**src/rtl/seq_restoring_divider_pkg.sv**
```systemverilog
// ---------------------------------------------------------------------------
// div_defs : shared definitions for the iterative restoring divider.
//   DIV_WIDTH     default operand / quotient / remainder width
//   DIV_CNT_W     default iteration counter width
//   div_state_e   FSM state encoding (IDLE / CALC / DONE)
//   QUOT_ALL_ONES quotient reported for a divide-by-zero
// ---------------------------------------------------------------------------
package div_defs;

  localparam int DIV_WIDTH = 6;
  localparam int DIV_CNT_W = 3;

  typedef enum logic [1:0] {
    ST_IDLE = 2'd0,
    ST_CALC = 2'd1,
    ST_DONE = 2'd2
  } div_state_e;

  localparam logic [DIV_WIDTH-1:0] QUOT_ALL_ONES = {DIV_WIDTH{1'b1}};

endpackage

```
**src/rtl/div_trial_sub.sv**
```systemverilog
// ---------------------------------------------------------------------------
// div_trial_sub : combinational WIDTH-bit trial subtractor, a - b computed as
// a + ~b + 1.
//   a_i          minuend (shifted partial remainder)
//   b_i          subtrahend (divisor)
//   diff_o       a - b modulo 2**WIDTH
//   no_borrow_o  carry-out of the MSB; 1 when a >= b
// ---------------------------------------------------------------------------
module div_trial_sub #(
  parameter int WIDTH = 6
) (
  input  logic [WIDTH-1:0] a_i,
  input  logic [WIDTH-1:0] b_i,
  output logic [WIDTH-1:0] diff_o,
  output logic             no_borrow_o
);

  logic [WIDTH:0] sum_s;

  // One extra bit carries the borrow-out of the two's-complement subtract.
  assign sum_s       = {1'b0, a_i} + {1'b0, ~b_i} + {{WIDTH{1'b0}}, 1'b1};
  assign diff_o      = sum_s[WIDTH-1:0];
  assign no_borrow_o = sum_s[WIDTH];

endmodule

```
**src/rtl/seq_restoring_divider.sv**
```systemverilog
// ---------------------------------------------------------------------------
// seq_restoring_divider : multi-cycle unsigned restoring divider, one
// quotient bit per clock. Start/done handshake.
//   clk          rising-edge clock
//   reset        synchronous, active-high
//   start        request, sampled only in IDLE
//   dividend     captured on an accepted start
//   divisor      captured on an accepted start
//   quotient     result quotient, valid from done, held until next start
//   remainder    result remainder, valid from done, held until next start
//   busy         high in CALC and DONE
//   done         one-cycle result-valid pulse
//   div_by_zero  set together with done when the captured divisor was 0
// ---------------------------------------------------------------------------
module seq_restoring_divider
  import div_defs::*;
#(
  parameter int WIDTH = DIV_WIDTH,
  parameter int CNT_W = DIV_CNT_W
) (
  input  logic             clk,
  input  logic             reset,
  input  logic             start,
  input  logic [WIDTH-1:0] dividend,
  input  logic [WIDTH-1:0] divisor,
  output logic [WIDTH-1:0] quotient,
  output logic [WIDTH-1:0] remainder,
  output logic             busy,
  output logic             done,
  output logic             div_by_zero
);

  localparam logic [WIDTH-1:0] Q_ALL_ONES =
    (WIDTH == DIV_WIDTH) ? WIDTH'(QUOT_ALL_ONES) : {WIDTH{1'b1}};

  div_state_e       state_q, state_d;
  logic [CNT_W-1:0] cnt_q,   cnt_d;
  logic [WIDTH-1:0] q_q,     q_d;
  logic [WIDTH-1:0] r_q,     r_d;
  logic [WIDTH-1:0] dvs_q,   dvs_d;
  logic             dbz_q,   dbz_d;

  // Shifted partial remainder: r_hi is the bit shifted out of R, giving the
  // trial subtract a (WIDTH+1)-bit minuend without widening the subtractor.
  logic             r_hi_s;
  logic [WIDTH-1:0] rs_s;
  logic [WIDTH-1:0] diff_s;
  logic             no_borrow_s;

  assign r_hi_s = r_q[WIDTH-1];
  assign rs_s   = {r_q[WIDTH-2:0], q_q[WIDTH-1]};

  div_trial_sub #(.WIDTH(WIDTH)) u_trial_sub (
    .a_i         (rs_s),
    .b_i         (dvs_q),
    .diff_o      (diff_s),
    .no_borrow_o (no_borrow_s)
  );

  // State, counter and datapath registers; reset discards any partial result.
  always_ff @(posedge clk) begin
    if (reset) begin
      state_q <= ST_IDLE;
      cnt_q   <= {CNT_W{1'b0}};
      q_q     <= {WIDTH{1'b0}};
      r_q     <= {WIDTH{1'b0}};
      dvs_q   <= {WIDTH{1'b0}};
      dbz_q   <= 1'b0;
    end else begin
      state_q <= state_d;
      cnt_q   <= cnt_d;
      q_q     <= q_d;
      r_q     <= r_d;
      dvs_q   <= dvs_d;
      dbz_q   <= dbz_d;
    end
  end

  // Next-state and datapath update.
  always_comb begin
    state_d = state_q;
    cnt_d   = cnt_q;
    q_d     = q_q;
    r_d     = r_q;
    dvs_d   = dvs_q;
    dbz_d   = dbz_q;
    case (state_q)
      ST_IDLE: begin
        if (start) begin
          dvs_d = divisor;
          cnt_d = CNT_W'(WIDTH);
          if (divisor == {WIDTH{1'b0}}) begin
            q_d     = Q_ALL_ONES;
            r_d     = dividend;
            dbz_d   = 1'b1;
            state_d = ST_DONE;
          end else begin
            q_d     = dividend;
            r_d     = {WIDTH{1'b0}};
            dbz_d   = 1'b0;
            state_d = ST_CALC;
          end
        end else begin
          state_d = ST_IDLE;
        end
      end
      ST_CALC: begin
        // A set r_hi means the minuend is >= 2**WIDTH > divisor, so the
        // subtract always succeeds and diff (mod 2**WIDTH) is exact.
        if (r_hi_s || no_borrow_s) begin
          r_d = diff_s;
          q_d = {q_q[WIDTH-2:0], 1'b1};
        end else begin
          r_d = rs_s;
          q_d = {q_q[WIDTH-2:0], 1'b0};
        end
        cnt_d = cnt_q - CNT_W'(1);
        if (cnt_q == CNT_W'(1)) begin
          state_d = ST_DONE;
        end else begin
          state_d = ST_CALC;
        end
      end
      ST_DONE: begin
        state_d = ST_IDLE;
      end
      default: begin
        state_d = ST_IDLE;
      end
    endcase
  end

  assign quotient    = q_q;
  assign remainder   = r_q;
  assign div_by_zero = dbz_q;
  assign busy        = (state_q != ST_IDLE);
  assign done        = (state_q == ST_DONE);

endmodule

```
**config.mk**
```make
export PLATFORM = sky130hd
export DESIGN_NAME = seq_restoring_divider
export DESIGN_NICKNAME = d
export VERILOG_FILES = /design/src/rtl/seq_restoring_divider_pkg.sv /design/src/rtl/div_trial_sub.sv /design/src/rtl/seq_restoring_divider.sv
export SDC_FILE = /design/constraint.sdc
export NUM_CORES = 1
export LEC_CHECK = 0
export ABC_CLOCK_PERIOD_IN_PS = 3400
export CORE_MARGIN = 5
export CORE_UTILIZATION = 54
export DETAILED_ROUTE_END_ITERATION = 12
export PLACE_DENSITY = 0.95
export SETUP_SLACK_MARGIN = 0.2
export SLEW_MARGIN = 25
export SYNTH_ARGS = -nofsm -noshare
export SYNTH_HDL_FRONTEND = slang
export SYNTH_HIERARCHICAL = 1
export SYNTH_SLANG_ARGS = --single-unit
```
**constraint.sdc**
```tcl
create_clock -name clk -period 3.4 [get_ports clk]
set_clock_uncertainty 0.05 [all_clocks]
set_input_delay 0.51 -clock clk [delete_from_list [all_inputs] [get_ports clk]]
set_output_delay 0.51 -clock clk [all_outputs]
set_load 0.01 [all_outputs]
```
==> run summary, run 1 <==
======================================================================================
Status .................................................................. finished clean
Leakage power figure ....................................................     0.638 nW
Post-synthesis to final-layout area growth ..............................        21.3%
Ratio of cells with drive above 1 in the final layout ...................        5.73%
Area taken by multi-input logic gates ...................................      887 µm²
Setup-violating endpoint count in the final report ......................            0
Vertical die dimension ..................................................      61.9 µm
Later-pin clock latency in the skew report ..............................       320 ps
Average vias per placed instance ........................................         6.03
Final Max Tran Viols ....................................................            0
Data arrival time of the worst path .....................................      2660 ps
Antenna violations before repair ........................................            0
Remaining max-slew budget at the tightest pin ...........................        42.4%
FFs w/ async S/R, synth .................................................           0%
Reg area ................................................................      480 µm²
Maximum ir drop on the vdd rail .........................................     0.338 mV
Distinct cell type count of the synthesized netlist .....................           42
Placer congestion estimate ..............................................        0.885
TritonCTS Sinks .........................................................           24
Net count after synthesis ...............................................          192
Initial DRT Pass Iterations .............................................            4
TritonCTS clock tree ....................................................         done
Number of max-cap violations ............................................            0
Final #Nets .............................................................          218
Design Area, Final ......................................................     1760 µm²
Mapped cell area ........................................................     1450 µm²
Fraction of post-synthesis cell area in the top cell type by area .......        33.0%
Clock slew at the register clock pins of the worst setup and hold paths .       130 ps
Diode count .............................................................            0
Overflow left after global routing ......................................            0
Post-synthesis register bit count .......................................           24
Crit-path max FO ........................................................            7
Area enclosed by the die boundary .......................................     3830 µm²
Count of input and output buffers .......................................           29
Synth area leader ....................................................... sky130_fd_sc_hd__dfxtp_1
Number of global-route vias before repair ...............................         1322
Routed length per instance ..............................................      15.9 µm
Post-synthesis cell count ...............................................          168
Fin crit period .........................................................      2500 ps
Number of buffers added by the clock tree synthesis step ................            3
Average instance area after synthesis ...................................     8.65 µm²
Combinational group share of total power ................................        35.1%
Leading cell types by count after synthesis ............................. sky130_fd_sc_hd__dfxtp_1 (24), sky130_fd_sc_hd__nand2_1 (24), sky130_fd_sc_hd__nand3b_1 (16)
Initial core utilization ................................................        57.6%
Areal power density over the cells ......................................   395 nW/µm²
Required time at the endpoint of the critical path ......................      3560 ps
Site Rows ...............................................................           18
Count of vias placed by the detailed router .............................         1339
Count of final hold-check violations ....................................            0
P_sw ....................................................................   0.000233 W
Critical Path Start Type ................................................     register
CORE AREA ...............................................................     2520 µm²
Net switching share of the total power ..................................        33.4%
Setup repair after global routing missed its margin .....................           no
Horizontal die dimension ................................................      61.9 µm
Share of power burned in registers ......................................        46.7%
Overall track demand over capacity in global routing ....................        20.9%
Count of filler cells inserted in the layout ............................          200
H-tree levels ...........................................................            1
Final clock period utilization by the worst path ........................        73.6%
DP Wirelength ...........................................................      2720 µm
Slew at the pin closest to its max-slew limit ...........................       861 ps
Classification of the worst-slack hold path ............................. register to register
Most used flip-flop cell after synthesis ................................ sky130_fd_sc_hd__dfxtp_1
Pin count of the biggest net entering global routing ....................           31
Post-CTS Repair Setup Buffers ...........................................            0
Power after layout ......................................................   0.000697 W
Total Wirelength ........................................................      3540 µm
Post-synthesis sequential area ratio ....................................        33.0%
Ranking of synthesized cells by area .................................... sky130_fd_sc_hd__dfxtp_1 (33%), sky130_fd_sc_hd__nand3b_1 (8.3%), sky130_fd_sc_hd__ha_1 (6.9%)
FMAX ....................................................................    0.399 GHz
DRC violation total after the first TritonRoute iteration ...............           98
Hold buffer count at cts ................................................            0
Number of top-level pins ................................................           30
Count of antenna-violating nets left after detailed routing .............            0
Total Negative Setup Slacks .............................................         0 ps
Part of the power in the clock network ..................................        18.2%
Wire length of the first global-routing pass ............................      6010 µm
Area after detailed placement ...........................................     1740 µm²
Kind of critical path ................................................... register to register
Post-CTS resize count ...................................................            0
Max Buffers Root-to-Sink ................................................            2
Internal ................................................................   0.000464 W
Number of enable-type register cells in the synthesized netlist .........            0
Yosys warns .............................................................            6
Critical Path Sink Type .................................................     register
Root Driver ............................................................. sky130_fd_sc_hd__clkbuf_4
Total DRC errors in the routed layout ...................................            0
======================================================================================
layer usage:
metal / global-route usage, % / share of wire, % / up-vias
met5: 0 / 0 / -
met4: 10.0 / 2.2 / 0
met3: 3.93 / 6.8 / 9
met2: 33.2 / 48 / 59
met1: 27.3 / 43 / 614
li1: - / - / 657
cell families after synthesis:
family,after synthesis,synth area share (%)
flops,24,33.0
xor+xnor,2,1.21
simple gates,65,26.3
fa+ha+maj,9,8.26
mux,5,3.44
buf+inv,20,5.94
compound gates,43,21.8
power groups by stage:
stage	clock (W)	sequential, W	combinational, W
2_1_floorplan	0	0.000330	0.000163
5_1_grt	0.000139	0.000329	0.000270
4_1_cts	0.000127	0.000325	0.000243
6_report	0.000127	0.000325	0.000244
3_3_place_gp	0	0.000330	0.000230
3_5_place_dp	0	0.000331	0.000241
stage by stage:
stage	worst slack, ps	instances	utilization [%]	hold slack [ps]
detailed placement	942	219	69.0	405
floorplan	1140	168	-	386
global route	697	222	69.9	447
global placement	1070	219	69.0	395
CTS	928	222	69.9	422
finish	897	222	69.9	418
final cells by class:
| class | count | area share (%) |
|---|---|---|
| Sequential cell | 24 | 27.3 |
| Inverter | 12 | 2.56 |
| Clock buffer | 3 | 1.28 |
| Tap cell | 30 | 2.13 |
| Multi-Input combinational cell | 124 | 50.3 |
| Timing Repair Buffer | 29 | 16.5 |
cells in the final DEF (no fill, tap or decap), drive strengths merged, types with 6 or more instances in the layout:
master | Yosys | final
a21oi | 12 | 12
dfxtp | 24 | 24
nand2 | 24 | 24
nor2 | 8 | 8
o221ai | 6 | 6
nand3b | 16 | 16
nor2b | 6 | 6
ha | 8 | 8
clkdlybuf4s50 | 0 | 29
inv | 12 | 12
critical path, cell delays in order, from the launching register on:
cell,delay (ps)
sky130_fd_sc_hd__dfxtp_1,360
sky130_fd_sc_hd__inv_1,70
sky130_fd_sc_hd__ha_1,170
sky130_fd_sc_hd__inv_1,60
sky130_fd_sc_hd__fa_1,420
sky130_fd_sc_hd__a211oi_1,230
sky130_fd_sc_hd__o21bai_1,100
sky130_fd_sc_hd__a21o_1,200
sky130_fd_sc_hd__nor2_2,320
sky130_fd_sc_hd__mux2i_1,260
sky130_fd_sc_hd__o221ai_1,150
state kept, by name (all words and copies together) (netlist names):
register     cells
cnt_q            3
remainder        6
quotient         6
dvs_q            6
state_q          2
div_by_zero      1
final timing paths:
kind | cells past startpoint | start | endpoint | slack (ps)
worst max register to register | 10 | quotient[5] | remainder[0] | 900
worst min-delay path | 2 | div_by_zero | div_by_zero | 420
worst max-delay path | 10 | quotient[5] | remainder[0] | 900
worst min register to register | 2 | div_by_zero | div_by_zero | 420
Power figures use the tool's default switching activity.
==> run 2, diff against run 1 <==
--- a/config.mk
+++ b/config.mk
@@ -5,11 +5,11 @@
 export SDC_FILE = /design/constraint.sdc
 export NUM_CORES = 1
 export LEC_CHECK = 0
-export ABC_CLOCK_PERIOD_IN_PS = 3400
+export ABC_CLOCK_PERIOD_IN_PS = 2400
 export CORE_MARGIN = 5
-export CORE_UTILIZATION = 54
+export CORE_UTILIZATION = 50
 export DETAILED_ROUTE_END_ITERATION = 12
-export PLACE_DENSITY = 0.95
+export PLACE_DENSITY = 0.9
 export SETUP_SLACK_MARGIN = 0.2
 export SLEW_MARGIN = 25
 export SYNTH_ARGS = -nofsm -noshare
==> constraint.sdc (replaced) <==
create_clock -name clk -period 2.4 [get_ports clk]
set_clock_uncertainty 0.05 [all_clocks]
set_input_delay 0.36 -clock clk [delete_from_list [all_inputs] [get_ports clk]]
set_output_delay 0.36 -clock clk [all_outputs]
set_load 0.01 [all_outputs]
==> run summary, run 2 (same netlist as run 1, synthesis figures left out) <==
======================================================================================
Required time at the endpoint of the critical path ......................      2550 ps   -1010 ps
Combinational group share of total power ................................        37.7%   +2.6 points
Vertical die dimension ..................................................      63.9 µm   +3.3%
Hold buffer count at cts ................................................            0   unchanged
Hold path startpoint ....................................................  div_by_zero
DP Wirelength ...........................................................      3030 µm   +11%
Most common cell after layout, fill and taps aside ...................... sky130_fd_sc_hd__clkdlybuf4s50_1
Root Driver ............................................................. sky130_fd_sc_hd__clkbuf_4
Fin crit period .........................................................      2160 ps   -340 ps
Critical Path Sink Type .................................................     register
Diode count .............................................................            0   unchanged
Later-pin clock latency in the skew report ..............................       320 ps   about the same
FMAX ....................................................................    0.462 GHz   +16%
Site Rows ...............................................................           19   +1
Share of power burned in registers ......................................        44.8%   -1.9 points
TritonCTS Sinks .........................................................           24   unchanged
Critical Path Start Type ................................................     register
Count of vias placed by the detailed router .............................         1434   +7.1%
Initial core utilization ................................................        52.3%   -5.4 points
Data arrival time of the worst path .....................................      2310 ps   -350 ps
Net switching share of the total power ..................................        33.8%   +0.39 points
Count of antenna-violating nets left after detailed routing .............            0   unchanged
Number of cells on the worst hold path ..................................            2   unchanged
Kind of critical path ................................................... register to register
M2 GR Usage .............................................................        35.8%   +2.6 points
Remaining max-slew budget at the tightest pin ...........................        57.3%   +15 points
Antenna violations before repair ........................................            0   unchanged
Overflow left after global routing ......................................            0   unchanged
Pin count of the biggest net entering global routing ....................           16   -48%
Setup-violating endpoint count in the final report ......................            0   unchanged
Grt met3 use ............................................................        4.03%   +0.10 points
Most used cells in the layout excluding fill and tap cells .............. sky130_fd_sc_hd__clkdlybuf4s50_1 (29), sky130_fd_sc_hd__nand2_1 (24), sky130_fd_sc_hd__dfxtp_1 (21)
Number of global-route vias before repair ...............................         1434   +8.5%
H-tree levels ...........................................................            1   unchanged
Routed length per instance ..............................................      17.3 µm   +8.6%
Total DRC errors in the routed layout ...................................            0   unchanged
Area enclosed by the die boundary .......................................     4090 µm²   +6.7%
Register-to-register path setup slack ...................................       240 ps   -660 ps
Crit-path max FO ........................................................            7   unchanged
Ratio of cells with drive above 1 in the final layout ...................        14.0%   +8.3 points
CORE AREA ...............................................................     2780 µm²   +10%
Classification of the worst-slack hold path ............................. register to register
Initial DRT Pass Iterations .............................................            4   unchanged
Leakage power figure ....................................................     0.683 nW   +7.1%
Final Max Tran Viols ....................................................            0   unchanged
Setup repair after global routing missed its margin .....................          yes
Min setup slack post-route ..............................................       237 ps   -660 ps
Wire length of the first global-routing pass ............................      6710 µm   +12%
Design Area, Final ......................................................     1860 µm²   +5.5%
Slew at the pin closest to its max-slew limit ...........................       640 ps   -221 ps
P_sw ....................................................................   0.000350 W   +50%
Clock slew at the register clock pins of the worst setup and hold paths .       130 ps   about the same
Placer congestion estimate ..............................................        0.886   +0.12%
Final clock period utilization by the worst path ........................        90.1%   +17 points
Area after detailed placement ...........................................     1780 µm²   +2.1%
Status .................................................................. finished clean
Number of cell instances on the worst register-to-register path .........           10   unchanged
Number of top-level pins ................................................           30   unchanged
Max Buffers Root-to-Sink ................................................            2   unchanged
Part of the power in the clock network ..................................        17.5%   -0.7 points
Final #Nets .............................................................          226   +3.7%
Worst reg2reg path endpoint ............................................. remainder[2]
Met1 demand-to-capacity share in global routing .........................        23.4%   -3.9 points
Count of filler cells inserted in the layout ............................          220   +10%
Count of final hold-check violations ....................................            0   unchanged
TritonCTS clock tree ....................................................         done
Number of buffers added by the clock tree synthesis step ................            3   unchanged
Total Wirelength ........................................................      4000 µm   +13%
Average vias per placed instance ........................................         6.21   +2.9%
Internal ................................................................   0.000686 W   +48%
Total Negative Setup Slacks .............................................         0 ps   unchanged
Areal power density over the cells ......................................   557 nW/µm²   +41%
Worst Setup Slack post-DPL ..............................................      11.2 ps   -931 ps
Overall track demand over capacity in global routing ....................        20.1%   -0.77 points
Worst-case hold path end point ..........................................  div_by_zero
Most Crowded Layer GR ...................................................         met2
Post-synthesis to final-layout area growth ..............................        28.0%
Maximum ir drop on the vdd rail .........................................     0.423 mV   +25%
Count of input and output buffers .......................................           29   unchanged
R2R Path Start ..........................................................  quotient[5]
Number of max-cap violations ............................................            0   unchanged
DRC violation total after the first TritonRoute iteration ...............           67   -32%
Horizontal die dimension ................................................      63.9 µm   +3.3%
======================================================================================
## run 2: worst max-delay path, stage by stage, from the launching register on
cell	delay, ps
sky130_fd_sc_hd__dfxtp_2	350
sky130_fd_sc_hd__inv_2	60
sky130_fd_sc_hd__ha_4	120
sky130_fd_sc_hd__inv_2	30
sky130_fd_sc_hd__fa_2	350
sky130_fd_sc_hd__a211oi_2	190
sky130_fd_sc_hd__o21bai_1	80
sky130_fd_sc_hd__a21o_1	210
sky130_fd_sc_hd__nor2_4	220
sky130_fd_sc_hd__mux2i_1	250
sky130_fd_sc_hd__o221ai_1	130
## run 2: final cells by class
type                    instances  area (µm²)  share of cell area [%]
clock buffers                   3        22.5                    1.21
well taps                      31        38.8                    2.08
flip-flops and latches         24         484                    26.0
inverters                      12        45.0                    2.42
repair buffers                 37         350                    18.8
multi-input cells             124         920                    49.4
## run 2: metrics by stage
stage | power [W] | utilization [%] | cells | hold slack [ps]
final | 0.00104 | 66.9 | 231 | 413
after global routing | 0.00109 | 66.9 | 231 | 432
after CTS | 0.00102 | 66.3 | 230 | 417
after detailed placement | 0.000826 | 63.9 | 224 | 398
after global placement | 0.000805 | 63.9 | 224 | 396
after floorplan | 0.000703 | - | 168 | 386
## run 2: worst max path at each step
stage,to,from,slack [ps]
after floorplan,remainder[0],quotient[5],220
after global placement,remainder[0],quotient[5],180
after detailed placement,remainder[2],quotient[5],10
after CTS,remainder[2],quotient[5],190
after global routing,remainder[3],quotient[5],190
final,remainder[2],quotient[5],240
## run 2: power groups by stage
stage,Combinational (W),Clock (W),Sequential (W)
after CTS,0.000378,0.000181,0.000464
after floorplan,0.000235,0,0.000467
after global placement,0.000336,0,0.000469
after global routing,0.000421,0.000202,0.000469
after detailed placement,0.000354,0,0.000472
final,0.000390,0.000181,0.000464
## run 2: repair_timing
item,in CTS,in global routing
buffers inserted,3,1
pin swaps,8,7
endpoints found under the setup margin,7,8
gates resized for setup,8,2
hold endpoints to repair,0,0
## run 2: layer usage
metal	up-vias	routed length, µm
met5	-	0
met4	0	121
met3	12	216
met2	51	1960
met1	695	1700
li1	676	-
==> run 3, diff against run 2 <==
==> constraint.sdc (replaced) <==
create_clock -name clk -period 2.4 [get_ports clk]
set_clock_uncertainty 0.05 [all_clocks]
set_input_delay 0.72 -clock clk [delete_from_list [all_inputs] [get_ports clk]]
set_output_delay 0.72 -clock clk [all_outputs]
set_load 0.01 [all_outputs]
==> run summary, run 3 (same netlist as run 1, synthesis figures left out) <==
======================================================================================
DRC violation total after the first TritonRoute iteration ...............          131   +96%
Number of buffers added by the clock tree synthesis step ................            3   unchanged
Setup repair after global routing missed its margin .....................          yes
Vertical die dimension ..................................................      63.9 µm   unchanged
Antenna violations before repair ........................................            0   unchanged
Number of top-level pins ................................................           30   unchanged
Total Wirelength ........................................................      4150 µm   +3.6%
Data arrival time of the worst path .....................................      2380 ps   +70 ps
Count of antenna-violating nets left after detailed routing .............            0   unchanged
Maximum ir drop on the vdd rail .........................................     0.461 mV   +9.1%
Diode count .............................................................            0   unchanged
Status .................................................................. finished clean
Share of power burned in registers ......................................        42.1%   -2.7 points
Clock slew at the register clock pins of the worst setup and hold paths .       130 ps   about the same
Critical Path Start Type ................................................     register
Post-synthesis to final-layout area growth ..............................        32.7%
Max Buffers Root-to-Sink ................................................            2   unchanged
Horizontal die dimension ................................................      63.9 µm   unchanged
H-tree levels ...........................................................            1   unchanged
Crit-path max FO ........................................................            6   -1
FMAX ....................................................................    0.447 GHz   -3.3%
Overflow left after global routing ......................................            0   unchanged
TritonCTS clock tree ....................................................         done
Count of input and output buffers .......................................           29   unchanged
Ratio of cells with drive above 1 in the final layout ...................        16.9%   +2.9 points
Later-pin clock latency in the skew report ..............................       320 ps   about the same
Most common cell after layout, fill and taps aside ...................... sky130_fd_sc_hd__clkdlybuf4s50_1
Count of vias placed by the detailed router .............................         1470   +2.5%
Kind of critical path ................................................... register to register
Root Driver ............................................................. sky130_fd_sc_hd__clkbuf_4
TritonCTS Sinks .........................................................           24   unchanged
Total DRC errors in the routed layout ...................................            0   unchanged
Final clock period utilization by the worst path ........................        93.2%   +3.1 points
Count of final hold-check violations ....................................            0   unchanged
Reg area ................................................................      490 µm²   +1.3%
DP Wirelength ...........................................................      2910 µm   -4.0%
Total Negative Setup Slacks .............................................         0 ps   unchanged
Critical Path Sink Type .................................................     register
Count of filler cells inserted in the layout ............................          209   -5.0%
Initial core utilization ................................................        52.3%   unchanged
Routed length per instance ..............................................      17.4 µm   +0.55%
Pin count of the biggest net entering global routing ....................           14   -2
Internal ................................................................   0.000724 W   +5.5%
Area taken by multi-input logic gates ...................................      912 µm²   -0.82%
Number of global-route vias before repair ...............................         1477   +3.0%
Initial DRT Pass Iterations .............................................            4   unchanged
Required time at the endpoint of the critical path ......................      2540 ps   about the same
Most used cells in the layout excluding fill and tap cells .............. sky130_fd_sc_hd__clkdlybuf4s50_1 (28), sky130_fd_sc_hd__nand2_1 (24), sky130_fd_sc_hd__dfxtp_1 (20)
Remaining max-slew budget at the tightest pin ...........................        70.2%   +13 points
CORE AREA ...............................................................     2780 µm²   unchanged
Final #Nets .............................................................          232   +2.7%
Slew at the pin closest to its max-slew limit ...........................       440 ps   -200 ps
Net switching share of the total power ..................................        33.2%   -0.56 points
Part of the power in the clock network ..................................        20.1%   +2.6 points
Average vias per placed instance ........................................         6.18   -0.50%
Placer congestion estimate ..............................................        0.861   -2.7%
Overall track demand over capacity in global routing ....................        19.5%   -0.59 points
Site Rows ...............................................................           19   unchanged
Wire length of the first global-routing pass ............................      6580 µm   -2.1%
Combinational group share of total power ................................        37.8%   about the same
Area enclosed by the die boundary .......................................     4090 µm²   unchanged
P_sw ....................................................................   0.000360 W   +2.9%
Number of max-cap violations ............................................            0   unchanged
Worst Setup Slack post-DPL ..............................................      60.4 ps   +49.1 ps
Fin crit period .........................................................      2240 ps   +74.1 ps
Leakage power figure ....................................................     0.728 nW   +6.6%
Setup-violating endpoint count in the final report ......................            0   unchanged
Min setup slack post-route ..............................................       163 ps   -74.1 ps
Final Max Tran Viols ....................................................            0   unchanged
Classification of the worst-slack hold path ............................. register to register
Areal power density over the cells ......................................   562 nW/µm²   +0.92%
======================================================================================
-- run 3: cell types whose count changed in the layout (fill, tap and decap cells not counted), sizes merged --
| cell | delta |
|---|---|
| buf | +6 |
| clkbuf | +1 |
| clkdlybuf4s50 | -1 |
| dlygate4sd2 | +1 |
-- run 3: routing by layer --
metal	routed length, µm	global-route usage, %
met4	117	7.01
met5	0	0
met1	1640	22.4
met2	2180	36.4
met3	208	2.45
-- run 3: power by group through the flow --
| stage | combinational, W | clock (W) | sequential, W |
|---|---|---|---|
| final | 0.000410 | 0.000218 | 0.000456 |
| after global routing | 0.000442 | 0.000235 | 0.000461 |
| after CTS | 0.000396 | 0.000216 | 0.000456 |
| after detailed placement | 0.000369 | 0 | 0.000465 |
| after global placement | 0.000354 | 0 | 0.000463 |
| after floorplan | 0.000235 | 0 | 0.000467 |
-- run 3: final cells by class --
cell class,count,area share [%]
clock buffer,4,1.88
inverter,12,2.33
multi-input combinational,124,47.3
sequential,24,25.4
tap,31,2.01
timing repair buffer,43,21.1
-- run 3: through the flow --
stage / area (µm²) / std cells / util, % / power, W / hold WS (ps)
3_5_place_dp: 1810 / 227 / 65.1 / 0.000835 / 397
6_report: 1930 / 238 / 69.4 / 0.00108 / 411
2_1_floorplan: 1460 / 168 / - / 0.000703 / 386
5_1_grt: 1930 / 238 / 69.4 / 0.00114 / 435
4_1_cts: 1900 / 234 / 68.2 / 0.00107 / 415
3_3_place_gp: 1810 / 227 / 65.1 / 0.000817 / 397
-- run 3: final timing paths --
| kind | from | endpoint | slack (ps) | depth (start not counted) |
|---|---|---|---|---|
| worst max-delay path | dvs_q[1] | remainder[4] | 160 | 8 |
| worst min-delay path | div_by_zero | div_by_zero | 410 | 2 |
| worst min register to register | div_by_zero | div_by_zero | 410 | 2 |
| worst max register to register | dvs_q[1] | remainder[4] | 160 | 8 |
-- run 3: timing repair --
item | 4_1_cts | 5_1_grt
resized for setup | 11 | 2
hold buffers | 0 | 0
setup endpoints to repair | 9 | 9
pin swaps | 7 | 9
setup buffers | 3 | 4
-- run 3: worst max-delay path, stage by stage (launching register included) --
cell and delay (ps):
sky130_fd_sc_hd__dfxtp_1 410, sky130_fd_sc_hd__inv_1 120, sky130_fd_sc_hd__fa_2 390, sky130_fd_sc_hd__a211oi_2 180, sky130_fd_sc_hd__o21bai_1 90, sky130_fd_sc_hd__a21o_1 200
sky130_fd_sc_hd__nor2_4 210, sky130_fd_sc_hd__mux2i_1 290, sky130_fd_sc_hd__o221ai_1 160
